### config.mk
export PLATFORM = sky130hd
export DESIGN_NAME = id_pipe_stage_flat
export DESIGN_NICKNAME = d
export VERILOG_FILES = /design/src/rtl/id_pipe_stage_if.sv /design/src/rtl/id_pipe_stage.sv /design/src/flat_wrapper.sv
export SDC_FILE = /design/constraint.sdc
export NUM_CORES = 2
export LEC_CHECK = 0
export BUFFER_PORTS_ARGS = -buffer_cell sky130_fd_sc_hd__buf_2
export CORE_ASPECT_RATIO = 1.75
export CORE_MARGIN = 1.5
export CORE_UTILIZATION = 62
export DETAILED_ROUTE_END_ITERATION = 12
export PLACE_DENSITY_LB_ADDON = 0.3
export SLEW_MARGIN = 25
export SYNTH_ARGS = -nofsm -noshare
export SYNTH_HDL_FRONTEND = slang
export SYNTH_SLANG_ARGS = --single-unit
### constraint.sdc
create_clock -name clk -period 2.98 [get_ports clk]
set_clock_uncertainty 0.2 [all_clocks]
set_input_delay 0.298 -clock clk [delete_from_list [all_inputs] [get_ports clk]]
set_output_delay 0.298 -clock clk [all_outputs]
set_load 0.02 [all_outputs]
### src/rtl/id_pipe_stage_if.sv
// Fetch-side and execute-side signals of the decode stage, grouped as one bundle.
// The stage itself connects through the slave modport; its driver uses master.
interface id_pipe_stage_if #(
  parameter int unsigned DATA_W      = 32,
  parameter int unsigned STALL_CNT_W = 16
);
  // Fetch side
  logic                   in_valid;
  logic                   in_ready;
  logic [31:0]            ins;
  logic [31:0]            npc_i;
  logic                   flush;
  // Writeback port
  logic                   reg_write;
  logic [4:0]             write_reg;
  logic [DATA_W-1:0]      write_data;
  // Execute side
  logic                   out_valid;
  logic                   out_ready;
  logic [5:0]             op;
  logic [5:0]             func;
  logic [DATA_W-1:0]      data_a;
  logic [DATA_W-1:0]      data_b;
  logic [DATA_W-1:0]      imm;
  logic [25:0]            jpc;
  logic [4:0]             dst;
  logic                   if_reg_write;
  logic                   if_mem_read;
  logic                   if_mem_write;
  logic                   illegal;
  logic [31:0]            npc_o;
  logic [STALL_CNT_W-1:0] stall_cnt;

  modport master (
    output in_valid, ins, npc_i, flush, reg_write, write_reg, write_data, out_ready,
    input  in_ready, out_valid, op, func, data_a, data_b, imm, jpc, dst,
           if_reg_write, if_mem_read, if_mem_write, illegal, npc_o, stall_cnt
  );

  modport slave (
    input  in_valid, ins, npc_i, flush, reg_write, write_reg, write_data, out_ready,
    output in_ready, out_valid, op, func, data_a, data_b, imm, jpc, dst,
           if_reg_write, if_mem_read, if_mem_write, illegal, npc_o, stall_cnt
  );
endinterface

### src/rtl/id_pipe_stage.sv
// id_pipe_stage: MIPS instruction decode with a 32-entry register file and a registered
// ID/EX boundary using valid/ready on both sides, flush and a load-use interlock.
// Optional macro ID_WB_BYPASS_EN: a same-cycle writeback to a source register is forwarded
// into the captured operand. When undefined, such a collision blocks capture for one cycle.
module id_pipe_stage #(
  parameter int unsigned DATA_W      = 32,
  parameter int unsigned STALL_CNT_W = 16
) (
  input logic            clk,
  input logic            rst,
  id_pipe_stage_if.slave bus
);

  localparam logic [5:0] OpRtype = 6'b000000;
  localparam logic [5:0] OpJ     = 6'b000010;
  localparam logic [5:0] OpJal   = 6'b000011;
  localparam logic [5:0] OpBeq   = 6'b000100;
  localparam logic [5:0] OpBne   = 6'b000101;
  localparam logic [5:0] OpBgtz  = 6'b000111;
  localparam logic [5:0] OpAddi  = 6'b001000;
  localparam logic [5:0] OpAddiu = 6'b001001;
  localparam logic [5:0] OpAndi  = 6'b001100;
  localparam logic [5:0] OpOri   = 6'b001101;
  localparam logic [5:0] OpXori  = 6'b001110;
  localparam logic [5:0] OpLui   = 6'b001111;
  localparam logic [5:0] OpLb    = 6'b100000;
  localparam logic [5:0] OpLw    = 6'b100011;
  localparam logic [5:0] OpSb    = 6'b101000;
  localparam logic [5:0] OpSw    = 6'b101011;
  localparam logic [5:0] FnJr    = 6'b001000;

  logic [5:0] opc, fn;
  logic [4:0] rs, rt, rd;

  assign opc = bus.ins[31:26];
  assign rs  = bus.ins[25:21];
  assign rt  = bus.ins[20:16];
  assign rd  = bus.ins[15:11];
  assign fn  = bus.ins[5:0];

  logic [DATA_W-1:0] rf_q [32];

  logic              dec_rw, dec_mr, dec_mw, dec_ill, use_rs, use_rt, zext;
  logic [4:0]        dec_dst;
  logic [DATA_W-1:0] imm_ext, rf_a, rf_b, opnd_a, opnd_b;
  logic              wb_en, wb_hit_a, wb_hit_b, wb_stall, hazard, capture, stall_evt;

  logic                   out_valid_q, out_valid_d;
  logic [5:0]             op_q, func_q;
  logic [DATA_W-1:0]      data_a_q, data_b_q, imm_q;
  logic [25:0]            jpc_q;
  logic [4:0]             dst_q;
  logic                   rw_q, mr_q, mw_q, ill_q;
  logic [31:0]            npc_q;
  logic [STALL_CNT_W-1:0] stall_cnt_q, stall_cnt_d;

  // Opcode decode: destination, control flags, source usage and extension mode
  always_comb begin
    dec_dst = 5'd0;
    dec_rw  = 1'b0;
    dec_mr  = 1'b0;
    dec_mw  = 1'b0;
    dec_ill = 1'b0;
    use_rs  = 1'b1;
    use_rt  = 1'b0;
    zext    = 1'b0;
    case (opc)
      OpRtype: begin
        use_rt = 1'b1;
        if (fn != FnJr) begin
          dec_rw  = 1'b1;
          dec_dst = rd;
        end
      end
      OpAddi, OpAddiu: begin
        dec_rw  = 1'b1;
        dec_dst = rt;
      end
      OpAndi, OpOri, OpXori: begin
        dec_rw  = 1'b1;
        dec_dst = rt;
        zext    = 1'b1;
      end
      OpLui: begin
        dec_rw  = 1'b1;
        dec_dst = rt;
        use_rs  = 1'b0;
      end
      OpLw, OpLb: begin
        dec_rw  = 1'b1;
        dec_mr  = 1'b1;
        dec_dst = rt;
      end
      OpSw, OpSb: begin
        dec_mw = 1'b1;
        use_rt = 1'b1;
      end
      OpBeq, OpBne: use_rt = 1'b1;
      OpBgtz:       ;
      OpJ:          use_rs = 1'b0;
      OpJal: begin
        use_rs  = 1'b0;
        dec_rw  = 1'b1;
        dec_dst = 5'd31;
      end
      default:      dec_ill = 1'b1;
    endcase
  end

  assign imm_ext = zext ? {{(DATA_W-16){1'b0}}, bus.ins[15:0]}
                        : {{(DATA_W-16){bus.ins[15]}}, bus.ins[15:0]};

  // Operand read with writeback collision handling; R0 always reads zero
  always_comb begin
    rf_a     = (rs == 5'd0) ? '0 : rf_q[rs];
    rf_b     = (rt == 5'd0) ? '0 : rf_q[rt];
    wb_en    = bus.reg_write && (bus.write_reg != 5'd0);
    wb_hit_a = wb_en && (bus.write_reg == rs);
    wb_hit_b = wb_en && (bus.write_reg == rt);
`ifdef ID_WB_BYPASS_EN
    opnd_a   = wb_hit_a ? bus.write_data : rf_a;
    opnd_b   = wb_hit_b ? bus.write_data : rf_b;
    wb_stall = 1'b0;
`else
    opnd_a   = rf_a;
    opnd_b   = rf_b;
    wb_stall = wb_hit_a || wb_hit_b;
`endif
  end

  // Load in ID/EX whose destination feeds a used source of the incoming instruction
  assign hazard = out_valid_q && mr_q && (dst_q != 5'd0) &&
                  ((use_rs && (rs == dst_q)) || (use_rt && (rt == dst_q)));

  assign bus.in_ready = !bus.flush && !hazard && !wb_stall && (!out_valid_q || bus.out_ready);
  assign capture      = bus.in_valid && bus.in_ready;
  assign stall_evt    = bus.in_valid && !bus.flush && (hazard || wb_stall);

  // Next-state for the output valid and the saturating stall counter
  always_comb begin
    out_valid_d = out_valid_q;
    if (bus.flush) begin
      out_valid_d = 1'b0;
    end else if (capture) begin
      out_valid_d = 1'b1;
    end else if (bus.out_ready) begin
      out_valid_d = 1'b0;
    end
    stall_cnt_d = stall_cnt_q;
    if (stall_evt && !(&stall_cnt_q)) begin
      stall_cnt_d = stall_cnt_q + STALL_CNT_W'(1);
    end
  end

  // Register file write port, independent of stall and flush
  always_ff @(posedge clk or negedge rst) begin
    if (!rst) begin
      for (int i = 0; i < 32; i++) rf_q[i] <= '0;
    end else if (wb_en) begin
      rf_q[bus.write_reg] <= bus.write_data;
    end
  end

  // ID/EX pipeline register; payload loads only on capture, otherwise holds
  always_ff @(posedge clk or negedge rst) begin
    if (!rst) begin
      out_valid_q <= 1'b0;
      op_q        <= '0;
      func_q      <= '0;
      data_a_q    <= '0;
      data_b_q    <= '0;
      imm_q       <= '0;
      jpc_q       <= '0;
      dst_q       <= '0;
      rw_q        <= 1'b0;
      mr_q        <= 1'b0;
      mw_q        <= 1'b0;
      ill_q       <= 1'b0;
      npc_q       <= '0;
      stall_cnt_q <= '0;
    end else begin
      out_valid_q <= out_valid_d;
      stall_cnt_q <= stall_cnt_d;
      if (capture) begin
        op_q     <= opc;
        func_q   <= fn;
        data_a_q <= opnd_a;
        data_b_q <= opnd_b;
        imm_q    <= imm_ext;
        jpc_q    <= bus.ins[25:0];
        dst_q    <= dec_dst;
        rw_q     <= dec_rw;
        mr_q     <= dec_mr;
        mw_q     <= dec_mw;
        ill_q    <= dec_ill;
        npc_q    <= bus.npc_i;
      end
    end
  end

  assign bus.out_valid    = out_valid_q;
  assign bus.op           = op_q;
  assign bus.func         = func_q;
  assign bus.data_a       = data_a_q;
  assign bus.data_b       = data_b_q;
  assign bus.imm          = imm_q;
  assign bus.jpc          = jpc_q;
  assign bus.dst          = dst_q;
  assign bus.if_reg_write = rw_q;
  assign bus.if_mem_read  = mr_q;
  assign bus.if_mem_write = mw_q;
  assign bus.illegal      = ill_q;
  assign bus.npc_o        = npc_q;
  assign bus.stall_cnt    = stall_cnt_q;

endmodule

### src/flat_wrapper.sv
// flat-port wrapper written by rule: the top's interface ports become plain ports
module id_pipe_stage_flat 
#(
  parameter int unsigned DATA_W      = 32,
  parameter int unsigned STALL_CNT_W = 16
)
  (clk, rst, bus_in_valid, bus_ins, bus_npc_i, bus_flush, bus_reg_write, bus_write_reg, bus_write_data, bus_out_ready, bus_in_ready, bus_out_valid, bus_op, bus_func, bus_data_a, bus_data_b, bus_imm, bus_jpc, bus_dst, bus_if_reg_write, bus_if_mem_read, bus_if_mem_write, bus_illegal, bus_npc_o, bus_stall_cnt);
  id_pipe_stage_if #(.DATA_W(DATA_W), .STALL_CNT_W(STALL_CNT_W)) bus_i ();
  input logic clk;
  input logic rst;
  input wire logic [$bits(bus_i.in_valid)-1:0] bus_in_valid;
  input wire logic [$bits(bus_i.ins)-1:0] bus_ins;
  input wire logic [$bits(bus_i.npc_i)-1:0] bus_npc_i;
  input wire logic [$bits(bus_i.flush)-1:0] bus_flush;
  input wire logic [$bits(bus_i.reg_write)-1:0] bus_reg_write;
  input wire logic [$bits(bus_i.write_reg)-1:0] bus_write_reg;
  input wire logic [$bits(bus_i.write_data)-1:0] bus_write_data;
  input wire logic [$bits(bus_i.out_ready)-1:0] bus_out_ready;
  output wire logic [$bits(bus_i.in_ready)-1:0] bus_in_ready;
  output wire logic [$bits(bus_i.out_valid)-1:0] bus_out_valid;
  output wire logic [$bits(bus_i.op)-1:0] bus_op;
  output wire logic [$bits(bus_i.func)-1:0] bus_func;
  output wire logic [$bits(bus_i.data_a)-1:0] bus_data_a;
  output wire logic [$bits(bus_i.data_b)-1:0] bus_data_b;
  output wire logic [$bits(bus_i.imm)-1:0] bus_imm;
  output wire logic [$bits(bus_i.jpc)-1:0] bus_jpc;
  output wire logic [$bits(bus_i.dst)-1:0] bus_dst;
  output wire logic [$bits(bus_i.if_reg_write)-1:0] bus_if_reg_write;
  output wire logic [$bits(bus_i.if_mem_read)-1:0] bus_if_mem_read;
  output wire logic [$bits(bus_i.if_mem_write)-1:0] bus_if_mem_write;
  output wire logic [$bits(bus_i.illegal)-1:0] bus_illegal;
  output wire logic [$bits(bus_i.npc_o)-1:0] bus_npc_o;
  output wire logic [$bits(bus_i.stall_cnt)-1:0] bus_stall_cnt;
  assign bus_i.in_valid = bus_in_valid;
  assign bus_i.ins = bus_ins;
  assign bus_i.npc_i = bus_npc_i;
  assign bus_i.flush = bus_flush;
  assign bus_i.reg_write = bus_reg_write;
  assign bus_i.write_reg = bus_write_reg;
  assign bus_i.write_data = bus_write_data;
  assign bus_i.out_ready = bus_out_ready;
  assign bus_in_ready = bus_i.in_ready;
  assign bus_out_valid = bus_i.out_valid;
  assign bus_op = bus_i.op;
  assign bus_func = bus_i.func;
  assign bus_data_a = bus_i.data_a;
  assign bus_data_b = bus_i.data_b;
  assign bus_imm = bus_i.imm;
  assign bus_jpc = bus_i.jpc;
  assign bus_dst = bus_i.dst;
  assign bus_if_reg_write = bus_i.if_reg_write;
  assign bus_if_mem_read = bus_i.if_mem_read;
  assign bus_if_mem_write = bus_i.if_mem_write;
  assign bus_illegal = bus_i.illegal;
  assign bus_npc_o = bus_i.npc_o;
  assign bus_stall_cnt = bus_i.stall_cnt;
  id_pipe_stage #(.DATA_W(DATA_W), .STALL_CNT_W(STALL_CNT_W)) u_core (.clk(clk), .rst(rst), .bus(bus_i));
endmodule
* Word level (Yosys, flattened, before mapping)
Cells that the tools add are included.
** Storage, ports and cells
- Flip-flop bits (word level) :: 1216
- Logic and storage cells :: 139
** Cells by class
- Add/subtract/negate cells :: 1
- Magnitude comparators :: 4
- Equality and inequality tests :: 20
- Muxes and demuxes :: 25
- Bitwise operators :: 3
- Reduce and logical (&&, ||, !) cells :: 40
** Operator list (number)
- 1024-bit bitwise mux :: 1
- 32-bit binary-select mux with 5-bit select :: 2
- 32-bit two-way mux :: 8
- 32-bit demux with 5-bit select :: 1
- 6-bit by 4-bit == test with 1-bit output, second input constant :: 6
- 6-bit == test, second input constant :: 4
- 5-bit == test :: 4
- 6-bit by 3-bit == test with 1-bit output, second input constant :: 3
- 6-bit >= comparator, second input constant :: 3
- 5-bit NOT with 6-bit output :: 3
- 16-bit by 1-bit adder with 16-bit output, second input constant :: 1
- 1-bit logical AND :: 16
- 16-bit AND reduction :: 1
- 16-bit OR reduction :: 1
- 5-bit case mux with 3 select lines :: 1
- 6-bit by 2-bit == test with 1-bit output, second input constant :: 2
- 5-bit zero test :: 2
- 1-bit two-way mux :: 10
- 5-bit nonzero test :: 2
- 9-bit OR reduction :: 1
- 8-bit OR reduction :: 1
- 6-bit zero test :: 1
- 6-bit by 1-bit < comparator with 1-bit output, second input constant :: 1
- 6-bit by 4-bit inequality test with 1-bit output, second input constant :: 1
- 8 further kinds :: 17

* Longest topological paths before layout
- Depth after elaboration :: 13
- Depth in mapped cells :: 9
- Mapped depth without buffers :: 7

* Least setup slack after synthesis
Ideal clock, no wire load.
- Kind :: in2reg
- Start :: input port bus_ins[21]
- End :: register u_core.data_a_q[16], in the netlist u_core.bus.data_a[16]
- Library setup time :: 0.128 ns
- Arrival :: 2.311 ns
- Data required time :: 2.652 ns
- Slack :: 0.342 ns
- Stages :: 8
- Buffers on the path :: 4
- Cells stage by stage :: buf_2 -> buf_4 -> buf_2 -> buf_2 -> mux4_2 -> a22oi_1 -> a31oi_1 -> mux2_1
** On the way
- Cells in the longest elaborated chain, start to end :: 9
- Elaborated cells between the ends (all ways) :: 19
- Classes of those cells :: eq/ne: 2; mux: 4; bitwise: 1; reduce/logical: 12
** RTL lines
- start: declaration :: RTL line flat_wrapper.sv:12 : input wire logic [$bits(bus_i.ins)-1:0] bus_ins;
- branches (longest 9 deep; another with 32-bit binary-select mux with 5-bit select)
- end signal: assignment :: RTL line id_pipe_stage.sv:187 : data_a_q <= opnd_a;
- end: declaration :: RTL line id_pipe_stage.sv:50 : logic [DATA_W-1:0] data_a_q, data_b_q, imm_q;
Several ways; the timed one is not identified. The select of a mux whose other input is x is not followed.
A chain may end at the register's enable or synchronous reset.

* Final worst setup path
- Start :: input port bus_ins[20]
- End :: output port bus_in_ready
** On the way
- Cells in the longest elaborated chain, start to end :: 8
- Elaborated cells between the ends (all ways) :: 12
- Classes of those cells :: eq/ne: 2; reduce/logical: 10
** RTL lines
- 5-bit == test :: RTL line id_pipe_stage.sv:133 : ((use_rs && (rs == dst_q)) || (use_rt && (rt == dst_q)));
- 1-bit logical AND :: RTL line id_pipe_stage.sv:133
- 1-bit logical OR :: RTL line id_pipe_stage.sv:133
- 1-bit logical AND :: RTL line id_pipe_stage.sv:132 : assign hazard = out_valid_q && mr_q && (dst_q != 5'd0) &&
- 1-bit zero test :: RTL line id_pipe_stage.sv:135 : assign bus.in_ready = !bus.flush && !hazard && !wb_stall && (!out_valid_q || bus.out_ready);
- 1-bit logical AND :: RTL line id_pipe_stage.sv:135
- 1-bit logical AND * (2 in series) :: RTL line id_pipe_stage.sv:135
- end: declaration :: RTL line flat_wrapper.sv:19 : output wire logic [$bits(bus_i.in_ready)-1:0] bus_in_ready;
Mark *: on every way between the ends. The rest lies on a longest branch, timed or not.

==> results.json <==
{
  "status": "finished, final reports clean",
  "rrSetupSlack_ns": 0.15,
  "ios": 300,
  "min_path_cells": 2,
  "max_slew_margin_pct": 38.2,
  "ant_nets": 0,
  "synth.area.top_cells": "dfrtp_1, mux2_2, mux4_2",
  "setup_viol": 0,
  "async_flop_share_pct": 100,
  "synth_edf_count": 0,
  "drtPass1Iterations": 8,
  "cts_inserted_buffers": 105,
  "cp.required_ns": 2.48,
  "end_kind": "output port",
  "syn_inst": 4011,
  "synth_most_common_cell": "dfrtp_1",
  "drive_above_1_share_pct": 54.3,
  "clockBufferDepth": 3,
  "core_um2": 97100,
  "grt_pass1_vias": 42400,
  "worstHoldStart": "bus_write_data[10]",
  "fin_crit_ns": 2.95,
  "numPortBuffers": 299,
  "yosys.area.top_type": "dfrtp_1",
  "rows": 151,
  "fin_nets": 4370,
  "power_density_nw_per_um2": 659,
  "peakVddDrop_mv": 0.505,
  "r2r_end": "u_core.bus.out_valid",
  "worstHoldPathType": "in2reg",
  "die_area_um2": 100000,
  "synth_common_cells": "dfrtp_1, mux2_2, mux4_2, clkbuf_1, nand2_1",
  "placed_cells": 5356,
  "insertion_delay_ns": 0.75,
  "die_w_um": 240,
  "fin_tns_setup_ns": 0,
  "syn2layout_area_growth_pct": 14.1,
  "dieHeight_um": 418,
  "gr-usage-all-layers_pct": 37.1,
  "grt_max_degree": 108,
  "cts_sinks": 1179,
  "clkSlewWorstSetupHoldPaths_ns": 0.06,
  "fmax_mhz": 339,
  "dpl.hpwl_um": 110000,
  "final_core_util_pct": 71.5,
  "synthAdderAreaFrac_pct": 0.0206,
  "hold_end": "u_core.rf_q[970]",
  "antenna_found_initial": 4,
  "hold_viol_final": 0,
  "start_util_pct": 62.7,
  "wl_per_cell_um": 32.0,
  "synth_cell_types": 57,
  "startpoint_type": "input port",
  "setup.worst_path.class": "in2out",
  "synth_top_area_share_pct": 48.5,
  "min_period_over_period_pct": 99.0,
  "drtIter0Drc": 3580,
  "synth.area.mux_share_pct": 42.8,
  "gp_congestion": 0.864,
  "ys_seq_elements": 1179,
  "ys_seq_area_share_pct": 48.5,
  "vias": 39500,
  "synth_compound_area_share_pct": 3.02,
  "drc": 0,
  "dpl_cell_area_um2": 64900,
  "path_max_fanout": 10,
  "syn_area_um2": 60900,
  "dp_slack_ns": 0.0160,
  "reg2regPathDepth": 9,
  "layout.cells.non_filler": 5649,
  "htreeDepth": 3,
  "via_per_inst": 6.99,
  "leakage_nw": 30.8,
  "synth_simple_gate_area_share_pct": 1.73,
  "synth_nets": 4119,
  "final_area_um2": 69400,
  "grt_overflow": 0,
  "drv_cap": 0,
  "crit_arrival_ns": 2.45,
  "syn_area_per_cell_um2": 15.2,
  "ys_warn_count": 0,
  "wl_um": 181000,
  "cts_root_buf": "clkbuf_16",
  "synthFlopType": "dfrtp_1",
  "report.final.slew_viol_count": 0,
  "final.setup.worst_slack_ns": 0.0307,
  "synth_top_family_by_area": "multiplexers",
  "reg2reg_from": "u_core.bus.dst[4]",
  "grt_first_pass_wirelength_um": 270000,
  "worst_pin_slew_ns": 0.919,
  "rsz0062_at_grt": "yes",
  "cts_tree": "built",
  "synth_xor_xnor_area_share_pct": 0.518
}
-- metal layers --
metal / global-route usage (%) / vias to the layer above / routed length (um)
met4: 20.4 / 6 / 11300
met5: 0 / - / 57
met2: 62.1 / 1936 / 91200
met1: 45.6 / 21200 / 64100
met3: 6.69 / 594 / 14000
li1: - / 15800 / -
-- timing repair --
action / 4_1_cts / 5_1_grt
hold buffers: 96 / 0
setup buffers: 2 / 1
gates resized for setup: 7 / 12
endpoints found under the hold margin: 1915 / 0
setup endpoints to repair: 1 / 3
pin swaps: 3 / 1
-- through the flow --
step           hold slack, ns  total power [mW]
2_1_floorplan          -0.198              28.3
3_3_place_gp           0.0613              31.1
3_5_place_dp           0.0654              31.7
4_1_cts               0.00208              45.7
5_1_grt                0.0462              47.3
6_report               0.0290              45.7
-- cell families (layout without fill, tap and decap cells) --
group,count (synthesis),in the layout
other cells,0,3
buf+inv,480,815
simple gates,228,228
flops,1179,1179
mux,1813,1813
compound gates,274,274
xor+xnor,36,36
fa+ha+maj,1,1
-- layout by cell type (no fill, tap or decap), drive strengths merged, types with 4 or more instances in the layout --
| master | count |
|---|---|
| xor2 | 18 |
| nand3 | 13 |
| a22o | 6 |
| a211o | 16 |
| bufinv | 8 |
| mux2 | 1211 |
| a221o | 5 |
| nand2b | 5 |
| inv | 9 |
| o21ai | 56 |
| a2111oi | 8 |
| xnor2 | 18 |
| nor3 | 11 |
| mux2i | 93 |
| buf | 521 |
| or2 | 4 |
| clkbuf | 154 |
| a21oi | 54 |
| dlygate4sd3 | 95 |
| o211ai | 33 |
| a22oi | 16 |
| nand3b | 4 |
| nor2b | 7 |
| clkinv | 24 |
| a31oi | 16 |
| o31ai | 15 |
| nor2 | 57 |
| clkinvlp | 4 |
| a211oi | 8 |
| a221oi | 19 |
| dfrtp | 1179 |
| mux4 | 509 |
| o22ai | 16 |
| nand2 | 102 |
-- sequential cells by signal, summed over array words and instances, names as in the netlist, 5 cells and up --
name and cells:
u_core.bus.op 6, u_core.bus.jpc 26, u_core.rf_q 1024, u_core.bus.data_b 32, u_core.bus.data_a 32, u_core.bus.dst 5
u_core.bus.npc_o 32, u_core.bus.stall_cnt 16
-- how the worst max path moves through the flow --
stage,cells after the start,endpoint,slack (ns),startpoint
2_1_floorplan,8,u_core.bus.data_a[16],0.34,bus_ins[21]
3_3_place_gp,10,u_core.bus.data_b[11],0.02,bus_ins[16]
3_5_place_dp,10,u_core.bus.data_b[8],0.02,bus_ins[16]
4_1_cts,9,bus_in_ready,0.003,u_core.bus.dst[0]
5_1_grt,8,bus_in_ready,-0.05,u_core.bus.dst[2]
6_report,11,bus_in_ready,0.03,bus_ins[20]
-- critical path, cell delays in order --
cell	delay [ns]
dlygate4sd3_1	0.56
buf_6	0.18
xnor2_1	0.14
nand3_1	0.11
nor3_2	0.06
o211ai_1	0.32
buf_4	0.24
buf_4	0.18
nand3_1	0.09
nor2_1	0.10
buf_4	0.15
-- power breakdown --
part	leakage [nW]	switching, mW	internal, mW
combinational	14.0	4.41	5.90
sequential	15.1	2.33	19.1
clock	1.71	6.27	7.76
total	30.8	13.0	32.7
-- cell type report --
class,count,area [um2]
Clock inverter,38,419
Tap cell,1300,1630
Antenna cell,3,7.51
Clock buffer,153,3040
Sequential cell,1179,29500
Timing Repair Buffer,617,5310
Fill cell,6233,27700
Multi-Input combinational cell,2352,29500
Inverter,7,26.3
Note: power is estimated with default switching activity, not from simulation.
